==> src/rtl/pkt_framer_if.sv <==
// Framing channel between a packet requester and the strobe generator.
// master: the framer side; slave: the side issuing start/len/stall requests.
interface pkt_framer_if #(
    parameter int LEN_W = 8,
    parameter int CNT_W = 8
);
    logic             start;
    logic [LEN_W-1:0] len;
    logic             stall;
    logic             ready;
    logic             head;
    logic             tail;
    logic             valid;
    logic [CNT_W-1:0] pkt_cnt;

    modport master (
        input  start, len, stall,
        output ready, head, tail, valid, pkt_cnt
    );

    modport slave (
        output start, len, stall,
        input  ready, head, tail, valid, pkt_cnt
    );
endinterface

==> src/rtl/pkt_framer.sv <==
// Packet strobe generator: emits head, len-2 data words and a tail per request.
// Define PKT_FRAMER_BACK2BACK_EN to accept a new request on the tail edge (no bubble).
module pkt_framer #(
    parameter int LEN_W = 8,
    parameter int CNT_W = 8
) (
    input  logic        clock,
    input  logic        reset,
    pkt_framer_if.master bus
);
    typedef enum logic [1:0] {
        S_IDLE = 2'd0,
        S_HEAD = 2'd1,
        S_DATA = 2'd2,
        S_TAIL = 2'd3
    } state_t;

    // State names the next word pending emission.
    state_t           r_state;
    state_t           w_state_next;
    logic [LEN_W-1:0] r_rem;
    logic [LEN_W-1:0] w_rem_next;
    logic             r_head;
    logic             r_tail;
    logic             r_valid;
    logic [CNT_W-1:0] r_pkt_cnt;
    logic             w_head_next;
    logic             w_tail_next;
    logic             w_valid_next;
    logic [CNT_W-1:0] w_pkt_cnt_next;
    logic             w_ready;
    logic             w_accept;
    logic [LEN_W-1:0] w_len_rem;

`ifdef PKT_FRAMER_BACK2BACK_EN
    assign w_ready = (r_state == S_IDLE) | ((r_state == S_TAIL) & ~bus.stall);
`else
    assign w_ready = (r_state == S_IDLE);
`endif

    assign w_accept  = bus.start & w_ready;
    // Lengths 0 and 1 collapse to a head+tail packet.
    assign w_len_rem = (bus.len < LEN_W'(2)) ? '0 : bus.len - LEN_W'(2);

    always_comb begin
        w_state_next   = r_state;
        w_rem_next     = r_rem;
        w_head_next    = 1'b0;
        w_tail_next    = 1'b0;
        w_valid_next   = 1'b0;
        w_pkt_cnt_next = r_pkt_cnt;

        if (!bus.stall) begin
            case (r_state)
                S_HEAD: begin
                    w_head_next  = 1'b1;
                    w_valid_next = 1'b1;
                    w_state_next = (r_rem == '0) ? S_TAIL : S_DATA;
                end
                S_DATA: begin
                    w_valid_next = 1'b1;
                    w_rem_next   = r_rem - LEN_W'(1);
                    w_state_next = (r_rem == LEN_W'(1)) ? S_TAIL : S_DATA;
                end
                S_TAIL: begin
                    w_tail_next    = 1'b1;
                    w_valid_next   = 1'b1;
                    w_pkt_cnt_next = r_pkt_cnt + CNT_W'(1);
                    w_state_next   = S_IDLE;
                end
                default: ;
            endcase
        end

        if (w_accept) begin
            w_state_next = S_HEAD;
            w_rem_next   = w_len_rem;
        end
    end

    always_ff @(posedge clock) begin
        if (reset) begin
            r_state   <= S_IDLE;
            r_rem     <= '0;
            r_head    <= 1'b0;
            r_tail    <= 1'b0;
            r_valid   <= 1'b0;
            r_pkt_cnt <= '0;
        end else begin
            r_state   <= w_state_next;
            r_rem     <= w_rem_next;
            r_head    <= w_head_next;
            r_tail    <= w_tail_next;
            r_valid   <= w_valid_next;
            r_pkt_cnt <= w_pkt_cnt_next;
        end
    end

    assign bus.ready   = w_ready;
    assign bus.head    = r_head;
    assign bus.tail    = r_tail;
    assign bus.valid   = r_valid;
    assign bus.pkt_cnt = r_pkt_cnt;
endmodule

==> src/flat_wrapper.sv <==
// flat-port wrapper written by rule: the top's interface ports become plain ports
module pkt_framer_flat 
#(
    parameter int LEN_W = 8,
    parameter int CNT_W = 8
)
  (clock, reset, bus_start, bus_len, bus_stall, bus_ready, bus_head, bus_tail, bus_valid, bus_pkt_cnt);
  pkt_framer_if #(.LEN_W(LEN_W), .CNT_W(CNT_W)) bus_i ();
  input  logic clock;
  input  logic reset;
  input wire logic [$bits(bus_i.start)-1:0] bus_start;
  input wire logic [$bits(bus_i.len)-1:0] bus_len;
  input wire logic [$bits(bus_i.stall)-1:0] bus_stall;
  output wire logic [$bits(bus_i.ready)-1:0] bus_ready;
  output wire logic [$bits(bus_i.head)-1:0] bus_head;
  output wire logic [$bits(bus_i.tail)-1:0] bus_tail;
  output wire logic [$bits(bus_i.valid)-1:0] bus_valid;
  output wire logic [$bits(bus_i.pkt_cnt)-1:0] bus_pkt_cnt;
  assign bus_i.start = bus_start;
  assign bus_i.len = bus_len;
  assign bus_i.stall = bus_stall;
  assign bus_ready = bus_i.ready;
  assign bus_head = bus_i.head;
  assign bus_tail = bus_i.tail;
  assign bus_valid = bus_i.valid;
  assign bus_pkt_cnt = bus_i.pkt_cnt;
  pkt_framer #(.LEN_W(LEN_W), .CNT_W(CNT_W)) u_core (.clock(clock), .reset(reset), .bus(bus_i));
endmodule
==> config.mk <==
export PLATFORM = sky130hd
export DESIGN_NAME = pkt_framer_flat
export DESIGN_NICKNAME = d
export VERILOG_FILES = /design/src/rtl/pkt_framer_if.sv /design/src/rtl/pkt_framer.sv /design/src/flat_wrapper.sv
export SDC_FILE = /design/constraint.sdc
export NUM_CORES = 1
export LEC_CHECK = 0
export ABC_AREA = 1
export CAP_MARGIN = 5
export CORE_UTILIZATION = 55
export CTS_CLUSTER_SIZE = 25
export DETAILED_ROUTE_END_ITERATION = 8
export HOLD_SLACK_MARGIN = 0.1
export PLACE_DENSITY_LB_ADDON = 0.12
export REMOVE_ABC_BUFFERS = 1
export SLEW_MARGIN = 20
export SYNTH_ARGS = -nofsm -noshare
export SYNTH_HDL_FRONTEND = slang
export SYNTH_SLANG_ARGS = --single-unit
==> constraint.sdc <==
create_clock -name clock -period 2 [get_ports clock]
set_input_delay 0.4 -clock clock [delete_from_list [all_inputs] [get_ports clock]]
set_output_delay 0.4 -clock clock [all_outputs]
set_load 0.01 [all_outputs]
Word-level counts from Yosys, hierarchy flattened --
Index checks and enable logic that the tools add are counted.
Operators by class: add/subtract/negate cells 3, multiply operators 0, divide/modulo/power cells 0, $lt $le $gt $ge 1, eq/ne operators 5, shift operators 0, multiplexer cells 12, bitwise gates (word level) 2, reductions and logical operators 12
Operators with widths (number):
- 2-to-1 mux 8 bit | 4
- adder 8 x 1 -> 8 bit, second input constant | 1
- == test 8 x 1 -> 1 bit, second input constant | 1
- logical NOT 8 bit | 1
- less-than comparator 8 x 2 -> 1 bit, second input constant | 1
- AND reduction 2 bit | 4
- subtractor 8 x 1 -> 8 bit, second input constant | 1
- subtractor 8 x 2 -> 8 bit, second input constant | 1
- 2-to-1 mux 1 bit | 7
- one-hot mux 2 bit (3 select lines) | 1
- == test 2 bit, second input constant | 2
- nonzero test 4 bit | 1
- OR reduction 2 bit | 2
- nonzero test 3 bit | 1
- OR reduction 3 bit | 1
- == test 2 x 1 -> 1 bit, second input constant | 1
- logical NOT 2 bit | 1
- != test 2 x 1 -> 1 bit, second input constant | 1
- nonzero test 2 bit | 1
- AND 1 bit | 1
- inverter 1 bit | 1
Word-level totals: register bits 21, latch bits 0, bits in writable memories 0, bits in read-only memories 0, bits of input ports 12, output and inout port bits 12, logic and storage cells 42, memories 0

Logic depth before layout (Yosys ltp) --
word-level depth 5, mapped depth 9, depth with buffers taken out 8

Worst setup path after synthesis --
OpenSTA, ideal clock, no wires.
path type in2reg, start input bus_len[3], end register u_core.r_rem[3], library setup time 117 ps, arrival time 1127 ps, required time 1883 ps, setup slack 756 ps, cell stages on the path 8, path buffers 0, cells stage by stage nor2_1 -> nand2_1 -> nor2_2 -> nor2_8 -> inv_2 -> nor2_1 -> nor2_1 -> nor2_1
Between the ends: longest elaborated chain between the ends 3, elaborated cells between the ends (all ways) 4, classes of those cells 1 x add/sub; 1 x order compare; 2 x mux
Ends and longest elaborated chain:
- from (decl) | line flat_wrapper.sv:12 | input wire logic [$bits(bus_i.len)-1:0] bus_len;
- subtractor 8 x 2 -> 8 bit or less-than comparator 8 x 2 -> 1 bit (tied branches) | line pkt_framer.sv:43 | assign w_len_rem = (bus.len < LEN_W'(2)) ? '0 : bus.len - LEN_W'(2);
- 2-to-1 mux 8 bit * | line pkt_framer.sv:43
- 2-to-1 mux 8 bit * | line pkt_framer.sv:75 | if (w_accept) begin
- to (signal assigned) | line pkt_framer.sv:91 | r_rem <= w_rem_next;
- to (decl) | line pkt_framer.sv:21 | logic [LEN_W-1:0] r_rem;
Every way passes the cells marked *; elsewhere a longest branch is shown, timed or not. A chain may end at the register's enable or synchronous reset.

Worst setup path in the final report --
start register u_core.r_state[1], end output bus_ready
Between the ends: longest elaborated chain between the ends 1
Ends and longest elaborated chain:
- from (decl) | line pkt_framer.sv:19 | state_t r_state;
- from (signal assigned) | line pkt_framer.sv:90 | r_state <= w_state_next;
- logical NOT 2 bit | line pkt_framer.sv:38 | assign w_ready = (r_state == S_IDLE);
- to (decl) | line flat_wrapper.sv:14 | output wire logic [$bits(bus_i.ready)-1:0] bus_ready;
Every way passes these cells.

==> results by group <==
Run status
  – Result of the run: completed

Route
  – Number of remaining DRC errors: 0
  – Overall routed net length: 3100 um
  – DRT antenna net count: 0
  – Overall via count from detail_route: 1345
  – Sum of met2 wire segment lengths after detailed routing: 1430 um
  – First-pass iteration count of the detailed router: 4
  – Routed wire per std cell: 12.0 um
  – Detailed Route Iter0 Violations: 52
  – Top routing layer in use: met4
  – Average via count per standard cell: 5.21
  – Total length of routed met3 wires: 160 um
  – WL met1: 1500 um

Critical path
  – Type of the worst setup path: flip-flop to output pin
  – Category of the worst setup path launch point: flip-flop
  – Data arrival time of the critical path: 1.44 ns
  – R2R setup slack: 0.50 ns
  – CP required: 1.60 ns
  – Maximum net fanout on the critical path: 7
  – Critical path endpoint category: output pin

Min path
  – Hold crit path type: flip-flop to flip-flop

Synthesis
  – EDFF count, synth: 0
  – Share of flip-flops with an asynchronous set or reset: 0
  – Most instantiated cells after synthesis: sky130_fd_sc_hd__nand2_1 (46), sky130_fd_sc_hd__inv_1 (30), sky130_fd_sc_hd__nor2_1 (30)
  – Library cell occupying the most area in the post-synthesis netlist: sky130_fd_sc_hd__dfxtp_1
  – Proportion of synthesized chip area in sequential cells: 0.322
  – Post-synthesis sequential element count: 21
  – Synth Instances: 203
  – Post-synthesis instance area: 1310 um^2
  – Main synth FF type: sky130_fd_sc_hd__dfxtp_1
  – Area share of the largest cell type after synthesis: 0.322
  – Number of warnings issued by yosys: 0
  – Synth cell types: 29
  – Syn avg cell area: 6.43 um^2
  – Most frequently used cell type in the post-synthesis netlist: sky130_fd_sc_hd__nand2_1
  – Synth area leaders: sky130_fd_sc_hd__dfxtp_1 (32%), sky130_fd_sc_hd__nand2_1 (13%), sky130_fd_sc_hd__inv_1 (8.6%), sky130_fd_sc_hd__nor2_1 (8.6%), sky130_fd_sc_hd__nand3_1 (5.0%)

Finish
  – Storage element area: 420 um^2
  – Share of final-layout standard cells stronger than drive strength 1: 0.0783
  – Post-route cell area: 1600 um^2
  – Number of nets in the final layout: 247
  – Filler instances: 200
  – Post-synthesis to final-layout area growth: 22.6%
  – Multi-input logic area: 731 um^2
  – Ant diodes: 0

Timing
  – Worst relative slew slack: 0.754
  – Final critical delay including setup and external delays: 1.84 ns
  – Count of final setup violators: 0
  – Setup TNS: 0 ns
  – Number of hold violations in the final report: 0
  – Setup repair after global routing missed its margin: false
  – Peak clock frequency supported by timing: 0.542 GHz
  – Worst-margin pin slew: 0.369 ns
  – Number of max-slew violations in the final report: 0
  – Part of the cycle the worst path needs: 0.922
  – Maximum clock skew at final layout: 0.000734 ns

Placed design
  – Port buffer count: 23
  – Global placer's final weighted congestion: 0.917
  – HPWL after detailed placement: 2250 um
  – Placed cell area: 1570 um^2

Clock tree
  – Clock transition time at the flip-flop clock pins of the worst setup and hold paths: 0.12 ns
  – Inserted Clock Buffers: 3
  – Number of buffers inserted by hold repair at cts: 0
  – Clock H-tree levels: 1
  – Total of cells resized after clock tree synthesis: 0
  – CTS Root Cell: sky130_fd_sc_hd__clkbuf_4
  – Maximum root-to-sink buffer count: 2
  – Clock latency of the later-clocked register in the worst-skew pair: 0.30 ns
  – CTS sink count: 21
  – Total setup buffers inserted after CTS: 0
  – Clock tree from TritonCTS: yes

Die
  – Placeable core area: 2230 um^2
  – Initial Util: 0.585
  – Number of core rows: 17
  – Vertical die dimension: 50.7 um
  – Die area: 2570 um^2
  – I/O pin count: 24
  – Width of the chip: 50.7 um

Global routing
  – Congestion Overflow GR: 0
  – Largest net degree at the start of global routing: 16
  – GRT Resource Usage Total: 0.266
  – Wire length of the first global-routing pass: 5150 um
  – Via count of the first global-routing pass: 1188
  – Initial antenna violation count: 0

Power
  – Static leakage: 0.695 nW
  – Total power divided by cell area: 624 nW/um^2
  – IR drop worst, VDD: 0.379 mV

Flow run
  – Max Cap Violations: 0
per-stage QoR:
step	setup slack (ns)	hold WS [ns]	instances	total power, mW	util
floorplan	0.694	0.469	198	0.687	-
global placement	0.233	0.486	254	0.778	0.705
detailed placement	0.177	0.488	254	0.792	0.705
CTS	0.154	0.507	258	0.996	0.717
global route	0.0765	0.554	258	1.06	0.717
finish	0.156	0.502	258	0.999	0.717
state kept, by name, summed over array words and instances, names as in the netlist:
register            cells
u_core.bus.tail         1
u_core.bus.head         1
u_core.bus.pkt_cnt      8
u_core.r_state          2
u_core.r_rem            8
u_core.bus.valid        1
cells in the final DEF, fill, tap and decap left out, drive strengths merged, types with 5 or more instances in the layout:
master and instances:
a21oi 7, clkdlybuf4s50 23, inv 32, nor3 8
nand2 47, o21ai 17, nand3 14, dfxtp 21
nor2 33, buf 5
where the power goes:
| group | internal, mW | leakage [nW] | switching (mW) | total (mW) |
|---|---|---|---|---|
| logic | 0.128 | 0.506 | 0.184 | 0.311 |
| clock network | 0.0744 | 0.0177 | 0.133 | 0.207 |
| registers | 0.447 | 0.171 | 0.0335 | 0.481 |
cells by family after synthesis:
family | share of synthesized area
compound gates | 0.120
xor+xnor | 0.0268
fa+ha+maj | 0.0383
buf+inv | 0.119
flops | 0.322
simple gates | 0.375
per-layer routing:
layer	vias up	GRT usage
met5	-	0
met4	0	0.0648
met3	2	0.0424
met2	38	0.427
met1	603	0.372
li1	702	-
area by class of cell:
class	count	area share
Inverter	32	0.0750
Tap cell	28	0.0219
Sequential cell	21	0.262
Timing Repair Buffer	28	0.167
Multi-Input combinational cell	145	0.456
Clock buffer	3	0.0141
Clock inverter	1	0.00312
path summary, 6_finish.rpt:
check / end / from / depth (start not counted)
setup reg to reg: u_core.bus.pkt_cnt[5]$_SDFFE_PP0P_ / u_core.r_state[1]$_SDFFE_PP0P_ / 5
setup / recovery: bus_ready / u_core.r_state[1]$_SDFFE_PP0P_ / 2
hold reg to reg: u_core.bus.pkt_cnt[7]$_SDFFE_PP0P_ / u_core.bus.pkt_cnt[7]$_SDFFE_PP0P_ / 2
hold / removal: u_core.bus.pkt_cnt[7]$_SDFFE_PP0P_ / u_core.bus.pkt_cnt[7]$_SDFFE_PP0P_ / 2
critical path, stage by stage, from the launching register on:
cell and delay (ns):
sky130_fd_sc_hd__dfxtp_1 0.41, sky130_fd_sc_hd__nor2_4 0.18, sky130_fd_sc_hd__clkdlybuf4s50_1 0.55
Power figures use the tool's default switching activity.
